$ cat config.mk
export PLATFORM = sky130hd
export DESIGN_NAME = msg_position_ctrl_flat
export DESIGN_NICKNAME = d
export VERILOG_FILES = /design/src/rtl/msg_position_ctrl_if.sv /design/src/rtl/msg_position_ctrl.sv /design/src/flat_wrapper.sv
export SDC_FILE = /design/constraint.sdc
export NUM_CORES = 1
export LEC_CHECK = 0
export ABC_AREA = 1
export CAP_MARGIN = 5
export CELL_PAD_IN_SITES_DETAIL_PLACEMENT = 1
export CELL_PAD_IN_SITES_GLOBAL_PLACEMENT = 2
export CORE_MARGIN = 8
export CORE_UTILIZATION = 35
export DETAILED_ROUTE_END_ITERATION = 6
export PLACE_DENSITY = 0.84
export SLEW_MARGIN = 30
export SYNTH_ARGS = -nofsm -noshare
export SYNTH_HDL_FRONTEND = slang
export SYNTH_SLANG_ARGS = --single-unit
$ cat constraint.sdc
create_clock -name clk -period 3.9 [get_ports clk]
set_input_delay 0.585 -clock clk [delete_from_list [all_inputs] [get_ports clk]]
set_output_delay 0.585 -clock clk [all_outputs]
set_load 0.005 [all_outputs]
$ cat src/rtl/msg_position_ctrl_if.sv
// Button/position bus for msg_position_ctrl.
// slave  : the position controller (takes the raw button, drives position/step/pressed)
// master : whoever supplies the button and consumes the message position
interface msg_position_ctrl_if;
    logic       button;
    logic [3:0] position;
    logic       step;
    logic       pressed;

    modport slave  (input  button, output position, output step, output pressed);
    modport master (output button, input  position, input  step, input  pressed);
endinterface

$ cat src/rtl/msg_position_ctrl.sv
// msg_position_ctrl: raw push-button -> synchronised, debounced level -> wrapping
// message start position with a single-cycle step pulse per advance.
// Optional auto-repeat while the button is held is enabled by defining the
// macro MSG_POSITION_AUTO_REPEAT_EN; without it each press advances exactly once.
module msg_position_ctrl #(
    parameter int DEBOUNCE_CYCLES = 500000,
    parameter int MSG_LEN         = 16,
    parameter int REPEAT_DELAY    = 50000000,
    parameter int REPEAT_RATE     = 12500000
) (
    input  logic                clk,
    input  logic                reset,
    msg_position_ctrl_if.slave  bus
);

    localparam int         DB_W    = $clog2(DEBOUNCE_CYCLES + 1);
    localparam logic [DB_W-1:0] DB_LAST = DB_W'(DEBOUNCE_CYCLES - 1);
    localparam logic [3:0] POS_MAX = 4'(MSG_LEN - 1);

    // A delay or rate of 1 would put two step pulses back to back, so both
    // are floored at 2 cycles.
    localparam int DLY_EFF  = (REPEAT_DELAY < 2) ? 2 : REPEAT_DELAY;
    localparam int RATE_EFF = (REPEAT_RATE  < 2) ? 2 : REPEAT_RATE;

    logic            sync1;
    logic            sync2;
    logic [DB_W-1:0] db_cnt;
    logic            pressed_r;
    logic [3:0]      position_r;
    logic            step_r;
    logic [3:0]      next_pos;

`ifdef MSG_POSITION_AUTO_REPEAT_EN
    typedef enum logic [1:0] {IDLE, HELD, REPEAT} state_t;

    localparam int HOLD_MAX = (DLY_EFF > RATE_EFF) ? DLY_EFF : RATE_EFF;
    localparam int HOLD_W   = $clog2(HOLD_MAX + 1);
    localparam logic [HOLD_W-1:0] DLY_LAST  = HOLD_W'(DLY_EFF - 1);
    localparam logic [HOLD_W-1:0] RATE_LAST = HOLD_W'(RATE_EFF - 1);
    localparam logic [HOLD_W-1:0] HOLD_SAT  = '1;

    logic [HOLD_W-1:0] hold_cnt;
`else
    typedef enum logic {IDLE, HELD} state_t;

    // Repeat timing has no hardware in this build; the parameters stay on the
    // interface so both builds instantiate identically.
    if (DLY_EFF < 2 || RATE_EFF < 2) begin : g_repeat_timing_unused
    end
`endif

    state_t state;

    // Wrap back to 0 after the last message position; anything out of range
    // also returns to 0 so position can never exceed MSG_LEN-1.
    assign next_pos = (position_r >= POS_MAX) ? 4'd0 : position_r + 4'd1;

    // Two-flop synchroniser for the asynchronous button level.
    always_ff @(posedge clk) begin
        if (reset) begin
            sync1 <= 1'b0;
            sync2 <= 1'b0;
        end else begin
            sync1 <= bus.button;
            sync2 <= sync1;
        end
    end

    // Debounce: accept a new level only after DEBOUNCE_CYCLES consecutive differing samples.
    always_ff @(posedge clk) begin
        if (reset) begin
            db_cnt    <= '0;
            pressed_r <= 1'b0;
        end else if (sync2 == pressed_r) begin
            db_cnt <= '0;
        end else if (db_cnt == DB_LAST) begin
            db_cnt    <= '0;
            pressed_r <= sync2;
        end else begin
            db_cnt <= db_cnt + DB_W'(1);
        end
    end

    // Control FSM: one step on each accepted press, plus timed repeats when enabled.
    always_ff @(posedge clk) begin
        if (reset) begin
            state      <= IDLE;
            position_r <= 4'd0;
            step_r     <= 1'b0;
`ifdef MSG_POSITION_AUTO_REPEAT_EN
            hold_cnt   <= '0;
`endif
        end else begin
            step_r <= 1'b0;
            case (state)
                IDLE: begin
                    if (pressed_r) begin
                        state      <= HELD;
                        step_r     <= 1'b1;
                        position_r <= next_pos;
`ifdef MSG_POSITION_AUTO_REPEAT_EN
                        hold_cnt   <= '0;
`endif
                    end
                end
                HELD: begin
                    if (!pressed_r) begin
                        state <= IDLE;
`ifdef MSG_POSITION_AUTO_REPEAT_EN
                        hold_cnt <= '0;
                    end else if (hold_cnt == DLY_LAST) begin
                        state      <= REPEAT;
                        step_r     <= 1'b1;
                        position_r <= next_pos;
                        hold_cnt   <= '0;
                    end else if (hold_cnt != HOLD_SAT) begin
                        hold_cnt <= hold_cnt + HOLD_W'(1);
`endif
                    end
                end
`ifdef MSG_POSITION_AUTO_REPEAT_EN
                REPEAT: begin
                    if (!pressed_r) begin
                        state    <= IDLE;
                        hold_cnt <= '0;
                    end else if (hold_cnt == RATE_LAST) begin
                        step_r     <= 1'b1;
                        position_r <= next_pos;
                        hold_cnt   <= '0;
                    end else if (hold_cnt != HOLD_SAT) begin
                        hold_cnt <= hold_cnt + HOLD_W'(1);
                    end
                end
`endif
                default: state <= IDLE;
            endcase
        end
    end

    assign bus.position = position_r;
    assign bus.step     = step_r;
    assign bus.pressed  = pressed_r;

endmodule
$ cat src/flat_wrapper.sv
// flat-port wrapper written by rule: the top's interface ports become plain ports
module msg_position_ctrl_flat 
#(
    parameter int DEBOUNCE_CYCLES = 500000,
    parameter int MSG_LEN         = 16,
    parameter int REPEAT_DELAY    = 50000000,
    parameter int REPEAT_RATE     = 12500000
)
  (clk, reset, bus_button, bus_position, bus_step, bus_pressed);
  msg_position_ctrl_if bus_i ();
  input  logic clk;
  input  logic reset;
  input wire logic [$bits(bus_i.button)-1:0] bus_button;
  output wire logic [$bits(bus_i.position)-1:0] bus_position;
  output wire logic [$bits(bus_i.step)-1:0] bus_step;
  output wire logic [$bits(bus_i.pressed)-1:0] bus_pressed;
  assign bus_i.button = bus_button;
  assign bus_position = bus_i.position;
  assign bus_step = bus_i.step;
  assign bus_pressed = bus_i.pressed;
  msg_position_ctrl #(.DEBOUNCE_CYCLES(DEBOUNCE_CYCLES), .MSG_LEN(MSG_LEN), .REPEAT_DELAY(REPEAT_DELAY), .REPEAT_RATE(REPEAT_RATE)) u_core (.clk(clk), .reset(reset), .bus(bus_i));
endmodule
==> Word-level counts from Yosys, hierarchy flattened <==
Cells that the tools add are included.
{ "totals": {"input_bits": 3, "wordCells": 20, "out_inout_bits": 6, "regBits": 28} }
{ "classes": {"addsub": 2, "mux": 2, "n_reduce_logical": 4, "n_eq_ne": 2, "bitwise_logic": 2, "magnitude_cmp": 1} }
{ "ops": {"columns": ["operator", "n"], "rows": [
  ["$add 19x1->19 const B", 1],
  ["$eq 19x19->1 const B", 1],
  ["$add 4x1->4 const B", 1],
  ["$ge 4x4->1 const B", 1],
  ["$mux 4", 1],
  ["$reduce_and 2->1", 2],
  ["$reduce_or 3->1", 1],
  ["$not 1->1", 2],
  ["$reduce_or 2->1", 1],
  ["$eq 1x1->1", 1],
  ["$mux 1", 1]
]} }

==> Depth between registers and ports, before layout <==
{ "logic_depth": {"depth_word": 3, "mapped_depth": 8} }

==> Worst setup path before layout <==
No wires, ideal clock.
{ "synth_path": {"kind": "reg2reg", "startpoint": "register u_core.db_cnt[0]", "endpoint": "register u_core.db_cnt[12]", "setup_slack_ns": 2.514, "t_required_ns": 3.786, "setup_time_ns": 0.114, "path_stages_with_launch": 8, "t_arrival_ns": 1.272, "synth_period_minus_slack_ns": 1.386, "cell_sequence": "dfxtp_1 > ha_1 > nand3_2 > nor2_2 > nand3_2 > nand2_4 > buf_6 > nor2_1"} }
{ "synth_between": {"elab_chain_cells": 2, "elab_cells_between_ends": 3, "cone_classes": "1 x add/sub; 1 x eq/ne; 1 x reduce/logical"} }
{ "synth_lines": {"columns": ["element", "line_no", "source"], "rows": [
  ["start: declaration", "msg_position_ctrl.sv:27", "logic [DB_W-1:0] db_cnt;"],
  ["start signal: assignment", "msg_position_ctrl.sv:80", "db_cnt <= db_cnt + DB_W'(1);"],
  ["parallel branches: the longest is 2 deep, another holds $add 19x1->19", null, null]
]} }
Parallel ways; which one is timed is not known.
A chain may end at the register's enable or synchronous reset.

==> Worst setup path after layout <==
{ "layout_path": {"startpoint": "register u_core.position_r[0], in the netlist u_core.bus.position[0]", "endpoint": "output port bus_position[0]"} }
{ "layout_rtl": {"columns": ["element", "line_no", "source"], "rows": [
  ["start: declaration", "msg_position_ctrl.sv:29", "logic [3:0] position_r;"],
  ["start signal: assignment", "msg_position_ctrl.sv:100", "position_r <= next_pos;"],
  ["end: declaration", "flat_wrapper.sv:14", "output wire logic [$bits(bus_i.position)-1:0] bus_position;"]
]} }
No word-level cell between the ends.

==> flow_metrics.py <==
metrics = {
    "run_status": {
        "status": "finished, final reports clean",
    },
    "setup_path": {
        "worstPathMaxFanout": 4,
        "cp.buffers_inverters": 1,
        "path_cells": "clkdlybuf4s50_1",
        "cp_slowest_cell": "clkdlybuf4s50_1",
        "startpoint_type": "flop",
        "slowest_delay_ns": 0.53,
        "worstSetupPathType": "reg -> out",
        "worstPathRequired_ns": 3.31,
        "worstSetupEndpointType": "output port",
        "crit_family": "buffers and inverters",
        "cp.arrival_ns": 1.22,
    },
    "cts": {
        "ctsHoldBuffers": 0,
        "cts_resized": 0,
        "clock_latency_ns": 0.28,
        "clk_pin_slew_ns": 0.10,
        "cts_tree": "yes",
        "cts_max_level": 1,
        "clock-sinks": 28,
        "root_buffer": "clkbuf_8",
        "cts_buffers": 3,
        "post_cts_buffers": 0,
        "clockBufferDepth": 2,
    },
    "sta": {
        "layout_setup_ws_ns": 2.10,
        "finalCritPeriodShare_pct": 46.3,
        "max_slew.worst_pin.slew_ns": 0.364,
        "maxSlewHeadroom_pct": 75.6,
        "finalClockSkew_ns": 0.00174,
        "fin_hold_ws_ns": 0.410,
        "finalSetupTns_ns": 0,
        "final-max-slew-violation-count": 0,
        "rsz0062_at_grt": "no",
        "hold_violations": 0,
        "final-setup-viol-count": 0,
        "max_freq_mhz": 554,
        "period_needed_ns": 1.80,
    },
    "cells_and_area": {
        "final_nets": 199,
        "drive_above_1_share_pct": 5.70,
        "syn2layout_area_growth_pct": 15.4,
        "antenna_cells": 0,
    },
    "logic_synthesis": {
        "synth_enable_flop_cells": 0,
        "synth.most_common_cell": "nor2_1",
        "yosysTopAreaCell": "dfxtp_1",
        "synth_cell_types": 20,
        "syn_nets": 187,
        "netlist_instances": 182,
        "syn_area_mm2": 0.00130,
        "synth_top_cell_area_share_pct": 43.2,
        "synth_common_cells": "nor2_1, nand2_1, dfxtp_1, inv_1, a21oi_1",
        "yosys_warnings": 0,
        "netlist_top_cells_area": "dfxtp_1, nor2_1, nand2_1",
        "avgSynthCellArea_um2": 7.13,
        "synth-seq-cells": 28,
        "synth_ff_type": "dfxtp_1",
        "ys_seq_area_share_pct": 43.2,
        "async_flop_share_pct": 0,
    },
    "place": {
        "dp_slack_ns": 1.91,
        "dpl.hpwl_mm": 2.32,
        "place.gp.congestion": 0.768,
        "numPortBuffers": 8,
    },
    "drt": {
        "ant_nets": 0,
        "drc": 0,
        "avgRoutedWirePerCell_um": 12.3,
        "num_vias": 1170,
        "vias_per_cell": 4.85,
        "drtPass1Iterations": 4,
        "routed_wl_mm": 2.97,
        "drt_iter0_markers": 14,
    },
    "die": {
        "die_h_um": 76.9,
        "die_w_um": 76.9,
        "io_pins": 9,
        "start_util_pct": 36.0,
        "die_area_mm2": 0.00591,
        "num_rows": 22,
        "core_mm2": 0.00361,
    },
    "power": {
        "vdd_ir_drop_max_uv": 250,
        "powerDensity_mw_per_mm2": 353,
        "leakage_nw": 0.456,
        "total_power_mw": 0.529,
    },
    "grt": {
        "track_usage_pct": 10.4,
        "grt_pass1_vias": 1181,
        "met3_usage_pct": 2.45,
        "use_met2_pct": 17.2,
        "antenna_found_initial": 0,
        "grt.busiest_layer": "met2",
        "grtUsageMet1_pct": 12.8,
        "grt_overflow": 0,
        "grt_start_max_net_pins": 20,
        "grt_pass1_wl_mm": 5.20,
    },
    "min_path": {
        "hp-class": "reg -> reg",
    },
    "flow_run": {
        "drv_cap": 0,
    },
}
-- report_power, final --
group          switching (mW)  internal [mW]  total [mW]  leakage, nW
Sequential           0.000851          0.287       0.288        0.226
Combinational         0.00459        0.00314     0.00773        0.195
Clock                  0.0959          0.138       0.234       0.0357
Total                   0.101          0.428       0.529        0.456
-- cell families (layout without fill, tap and decap cells) --
kind of cell	count (synthesis)	count (layout)	synth area share, %
fa+ha+maj	2	2	1.93
compound gates	18	18	6.94
buf+inv	22	33	6.94
simple gates	104	104	35.6
xor+xnor	8	8	5.40
flops	28	28	43.2
-- worst paths after layout --
path                                  startpoint                           end  slack [ns]  cells past startpoint
max          u_core.bus.position[0]$_SDFFE_PP0P_               bus_position[0]        2.10                      1
min                      u_core.sync1$_SDFF_PP0_       u_core.sync2$_SDFF_PP0_        0.41                      2
max reg2reg          u_core.db_cnt[0]$_SDFF_PP0_  u_core.db_cnt[18]$_SDFF_PP0_        2.32                      8
min reg2reg              u_core.sync1$_SDFF_PP0_       u_core.sync2$_SDFF_PP0_        0.41                      2
-- layer usage --
metal,vias up,wire (um),part of all wire (%)
li1,596,-,-
met3,5,51,1.7
met2,7,1400,47
met5,-,0,0
met4,0,48,1.6
met1,562,1460,49
-- final cells by class --
type	count	area, um^2
tap	48	60.1
clock inverter	1	30.0
clock buffer	3	41.3
multi-input combinational	132	647
inverter	21	78.8
timing repair buffer	8	80.1
fill	467	2110
sequential	28	561
-- per-stage QoR --
stage	utilization, %	std cells	instance area, um^2
finish	41.5	241	1500
detailed placement	39.6	237	1430
global route	41.5	241	1500
floorplan	-	182	1300
CTS	41.5	241	1500
global placement	39.6	237	1430
-- state kept, by name, summed over array words and instances (netlist names) --
name / count
u_core.db_cnt: 19
u_core.bus.position: 4
u_core.sync2: 1
u_core.sync1: 1
u_core.state: 1
u_core.bus.step: 1
u_core.bus.pressed: 1
-- placed cells by master, fill, tap and decap left out, drive strengths merged --
cell / n
dfxtp: 28
nand3: 12
xor2: 5
nor3: 1
ha: 2
xnor2: 3
a21oi: 11
and2: 1
clkdlybuf4s50: 8
o21ai: 7
bufinv: 1
nand4: 6
nor2: 42
or2: 4
inv: 21
clkbuf: 3
nand2: 38
(Power assumes the default switching activity.)
==> RTL change 1 (same flow settings) <==
The option `MSG_POSITION_AUTO_REPEAT_EN` is turned on by a define.
--- a/src/rtl/msg_position_ctrl.sv
+++ b/src/rtl/msg_position_ctrl.sv
@@ -2,6 +2,8 @@
 // message start position with a single-cycle step pulse per advance.
 // Optional auto-repeat while the button is held is enabled by defining the
 // macro MSG_POSITION_AUTO_REPEAT_EN; without it each press advances exactly once.
+`define MSG_POSITION_AUTO_REPEAT_EN
+
 module msg_position_ctrl #(
     parameter int DEBOUNCE_CYCLES = 500000,
     parameter int MSG_LEN         = 16,
Function: no difference found for any inputs over 10 cycles, from zero or initial values and one cycle with reset high; that may be too few to reach the edited logic, so the function may still have changed.
==> RTL change 1 against the unedited design <==
  * Die area up 130%
  * Critical path depth is 9 higher
  * Worst hold slack improved by 3.4 ps
  * Worst setup slack lost 440 ps
  * Combinational power rose to 7.4 times the old value
  * Area after synthesis rose to 2.7 times the old value
  * Count of clock-buffer cells in the layout up 3
  * Cell area rose to 2.5 times the old value
  * Routed wire length grew to 3.4 times the old value
  * Non-clock buffer count grew 3
  * Sequential cell count grew 27
  * Total power rose by 96%
  * Sequential share of layout area is 8.4 points lower
==> RTL change 1: results (changes against the unedited design) <==
| Metric | Value |
|---|---|
| Leak pwr | `1.357 nW (+200%)` |
| Worst hold margin | `413.4 ps (+3.370 ps)` |
| Status | `finished, final reports clean` |
| Post-DP HPWL | `7.856 mm (+240%)` |
| Worst reg-to-reg path cell count | `10 (+2)` |
| DP Worst Slack | `1517 ps (-390.9 ps)` |
| Worst-Skew Late Latency | `320 ps (+40 ps)` |
| Routability cong. | `0.8585 (+12%)` |
| Terminating pin of the worst hold path | `u_core.sync2` |
| Post-Synth XOR/XNOR Area | `1.759% (-3.6 points)` |
| First-pass GRT wire length | `17.28 mm (+230%)` |
| GR Util All Layers | `16.14% (+5.7 points)` |
| P_sw | `0.0002552 W (+150%)` |
| Routed wire per std cell | `14.70 um (+19%)` |
| Flop2flop setup slack | `1650 ps (-670 ps)` |
| Largest reg by FF count | `u_core.hold_cnt` |
| Pin count of the biggest net entering global routing | `24 (+20%)` |
| Net Count, Synth | `563 (+200%)` |
| Slowest CP cell | `dfxtp_1` |
| Drt total wl | `10.17 mm (+240%)` |
| Area share of fa/ha/maj cells after synthesis | `2.513% (+0.58 points)` |
| Num CTS Buffers | `5 (+2)` |
| Worst slew pin tran | `732.8 ps (+368.4 ps)` |
| Vias | `3481 (+200%)` |
| Synth area leaders | `dfxtp_1 32%, nand2_1 15%, nor2_1 9.7%` |
| Worst vdd ir | `0.2189 mV (-12%)` |
| Max reg flops | `26 (+7)` |
| # nets final | `568 (+190%)` |
| Layout cell share with drive strength beyond 1 | `7.513% (+1.8 points)` |
| Post-placement cell area | `0.003685 mm2 (+160%)` |
| Post-synthesis compound-gate area fraction | `10.63% (+3.7 points)` |
| H-tree Lvls | `2 (+1)` |
| Fill cell count | `1330 (+180%)` |
| Commonest cells post-synth | `140 x nand2_1, 90 x nor2_1, 69 x inv_1` |
| Cell family with most CP delay | `simple AND/OR/NAND/NOR gates` |
| Peak Freq | `444.7 MHz (-20%)` |
| Worst Setup End Kind | `flop` |
| Average size of a mapped cell | `6.301 um2 (-12%)` |
| Setup Skew | `8.401 ps (+6.660 ps)` |
| Drt initial violations | `161 (+147)` |
| Dpl cells | `684 (+190%)` |
[RTL change 1: layer usage]
layer | GRT usage [%] | wire, um
met1 | 20.15 | 4892
met2 | 28.94 | 4917
met3 | 2.293 | 284
met4 | 2.766 | 78
met5 | 0 | 0
[RTL change 1: area by class of cell]
type / count / area (um2) / area share, %
flip-flops and latches: 55 / 1101 / 29.00
inverters: 74 / 280.3 / 7.383
multi-input cells: 411 / 2034 / 53.59
well taps: 133 / 166.4 / 4.384
clock inverters: 2 / 38.79 / 1.022
repair buffers: 11 / 102.6 / 2.703
clock buffers: 6 / 72.57 / 1.912
[RTL change 1: power by group through the flow]
stage	Sequential (W)	Combinational (W)	Clock (W)
after floorplan	0.000583	0.0000359	0
after global placement	0.000583	0.0000583	0
after detailed placement	0.000583	0.0000589	0
after CTS	0.000571	0.0000592	0.000422
after global routing	0.000572	0.0000649	0.000442
final	0.000570	0.0000572	0.000408
==> RTL change 2 (config.mk and constraints unchanged) <==
Without the edit above. Make the reset (`reset`) asynchronous in 3 clocked blocks.
--- a/src/rtl/msg_position_ctrl.sv
+++ b/src/rtl/msg_position_ctrl.sv
@@ -56,7 +56,7 @@
     assign next_pos = (position_r >= POS_MAX) ? 4'd0 : position_r + 4'd1;
 
     // Two-flop synchroniser for the asynchronous button level.
-    always_ff @(posedge clk) begin
+    always_ff @(posedge clk or posedge reset) begin
         if (reset) begin
             sync1 <= 1'b0;
             sync2 <= 1'b0;
@@ -67,7 +67,7 @@
     end
 
     // Debounce: accept a new level only after DEBOUNCE_CYCLES consecutive differing samples.
-    always_ff @(posedge clk) begin
+    always_ff @(posedge clk or posedge reset) begin
         if (reset) begin
             db_cnt    <= '0;
             pressed_r <= 1'b0;
@@ -82,7 +82,7 @@
     end
 
     // Control FSM: one step on each accepted press, plus timed repeats when enabled.
-    always_ff @(posedge clk) begin
+    always_ff @(posedge clk or posedge reset) begin
         if (reset) begin
             state      <= IDLE;
             position_r <= 4'd0;
Check against the original RTL: no difference found for any inputs over 10 cycles, from zero or initial values and one cycle with reset high; that may be too few to reach the edited logic, so the function may still have changed.
==> RTL change 2 against the unedited design <==
  * Sequential cell count unchanged
  * Routed wire length grew 18%
  * Critical path depth unchanged
  * Worst setup slack got worse by 39 ps
  * Global-route usage rose by 1.1 points
  * Critical path type unchanged
  * Largest cell class unchanged
  * Critical endpoint is now bus_pressed
  * Area after synthesis is 15% higher
  * Cell area increased by 13%
Power is not compared: it rests on default switching activity, and its combinational part moved more than twofold at a synthesized area within 25%.
==> RTL change 2: results (changes against the unedited design) <==
| Metric | Value |
|---|---|
| Drt initial violations | `40 (+26)` |
| Post-synthesis sequential area ratio | `46.86% (+3.7 points)` |
| CTS clk-pin slew, worst paths | `90 ps` |
| Yosys cell types | `24 (+20%)` |
| Worst slew pin tran | `590.0 ps (+225.6 ps)` |
| Synth area leaders | `dfrtp_1 47%, nor2_1 13%, nand2_1 8.0%` |
| Crit Reg-Reg Endpoint | `u_core.db_cnt[17]` |
| Leak pwr | `about 0.71 nW` |
| Met2 global-route usage | `20.76% (+3.6 points)` |
| Post-placement cell area | `0.001633 mm2 (+14%)` |
| R2r startpoint | `u_core.db_cnt[8]` |
| Average size of a mapped cell | `7.828 um2 (+9.8%)` |
| Routed wire per std cell | `13.85 um (+13%)` |
| Post-synthesis compound-gate area fraction | `3.264% (-3.7 points)` |
| Layout cell share with drive strength beyond 1 | `10.40% (+4.7 points)` |
| Grt met3 use | `1.214% (-1.2 points)` |
| Worst vdd ir | `about 0.16 mV` |
| Vias in the first global route | `1295 (+9.7%)` |
| # nets final | `208 (+4.5%)` |
| Cells on Worst Hold Path | `0 (-2)` |
| First-pass GRT wire length | `6.072 mm (+17%)` |
| Num CTS Buffers | `3 (unchanged)` |
| Dpl cells | `248 (+4.6%)` |
| Drt total wl | `3.491 mm (+18%)` |
| Worst Path Max Fanout | `5 (+1)` |
| Largest reg by FF count | `u_core.db_cnt` |
| CP arrival | `1260 ps (+40 ps)` |
| Most used DFF post-synth | `dfrtp_1` |
| Flop2flop setup slack | `2440 ps (+120 ps)` |
| Post-Synth XOR/XNOR Area | `7.531% (+2.1 points)` |
| Commonest cells post-synth | `50 x nor2_1, 32 x nand2_1, 28 x dfrtp_1` |
| Fill cell count | `502 (+7.5%)` |
| Hold path startpoint | `u_core.sync1` |
| Routability cong. | `0.7881 (+2.6%)` |
| CP max stage delay | `540 ps` |
| Terminating pin of the worst hold path | `u_core.sync2` |
| Max reg flops | `19 (unchanged)` |
| Post-DP HPWL | `2.716 mm (+17%)` |
| TritonRoute pass-1 iters | `2 (-2)` |
| Async SR Flop Fraction | `100.0% (+100 points)` |
| Worst-Skew Late Latency | `270 ps` |
| Worst hold margin | `368.7 ps (-41.38 ps)` |
| Status | `finished, final reports clean` |
| Global-route met1 utilization | `14.19% (+1.4 points)` |
| Worst reg-to-reg path cell count | `7 (-1)` |
| Pin count of the biggest net entering global routing | `29 (+45%)` |
| Vias | `1197 (+2.3%)` |
| Setup Skew | `3.804 ps (+2.063 ps)` |
| GR Util All Layers | `11.57% (+1.1 points)` |
| Net Count, Synth | `196 (+4.8%)` |
| DP Worst Slack | `2344 ps (+435.6 ps)` |
| Area share of fa/ha/maj cells after synthesis | `1.674% (-0.26 points)` |
==> RTL change 2: cell count changes in the layout (fill, tap and decap cells not counted), moves of 4 or more <==
cell	unedited run	this run
nand2_2	0	6
nor2_1	40	50
dfxtp_1	28	0
nand3_1	10	16
nor2_2	1	5
dfrtp_1	0	28
o21ai_0	7	2
nand2_1	37	32
nand4_1	6	1
a21oi_1	11	3
==> RTL change 2: area by class of cell <==
type | instances | area [um2] | area share, %
Inverter | 23 | 86.33 | 5.115
Clock buffer | 4 | 55.05 | 3.262
Tap cell | 50 | 62.56 | 3.706
Multi-Input combinational cell | 139 | 703.2 | 41.66
Timing Repair Buffer | 8 | 80.08 | 4.744
Sequential cell | 28 | 700.7 | 41.51
==> RTL change 2: per-layer routing <==
metal | wire [um] | part of all wire (%)
met2 | 1805 | 52
met5 | 0 | 0
met3 | 40 | 1.1
met4 | 19 | 0.54
met1 | 1626 | 47
==> RTL change 2: worst max path at each step <==
stage	slack (ps)	start	to	cells past startpoint
2_1_floorplan	2680	u_core.db_cnt[0]	u_core.db_cnt[18]	8
3_3_place_gp	2030	reset	u_core.db_cnt[9]	2
3_5_place_dp	2340	u_core.bus.pressed	bus_pressed	1
4_1_cts	2030	u_core.bus.pressed	bus_pressed	1
5_1_grt	1970	u_core.bus.pressed	bus_pressed	1
6_report	2060	u_core.bus.pressed	bus_pressed	1
==> RTL change 2: power by group through the flow <==
| stage | logic, W | clock network [W] | registers [W] |
|---|---|---|---|
| 4_1_cts | 0.0000186 | 0.000185 | 0.000296 |
| 3_3_place_gp | 0.0000175 | 0 | 0.000302 |
| 3_5_place_dp | 0.0000187 | 0 | 0.000302 |
| 2_1_floorplan | 0.0000119 | 0 | 0.000301 |
| 5_1_grt | 0.0000210 | 0.000193 | 0.000297 |
| 6_report | 0.0000177 | 0.000177 | 0.000296 |
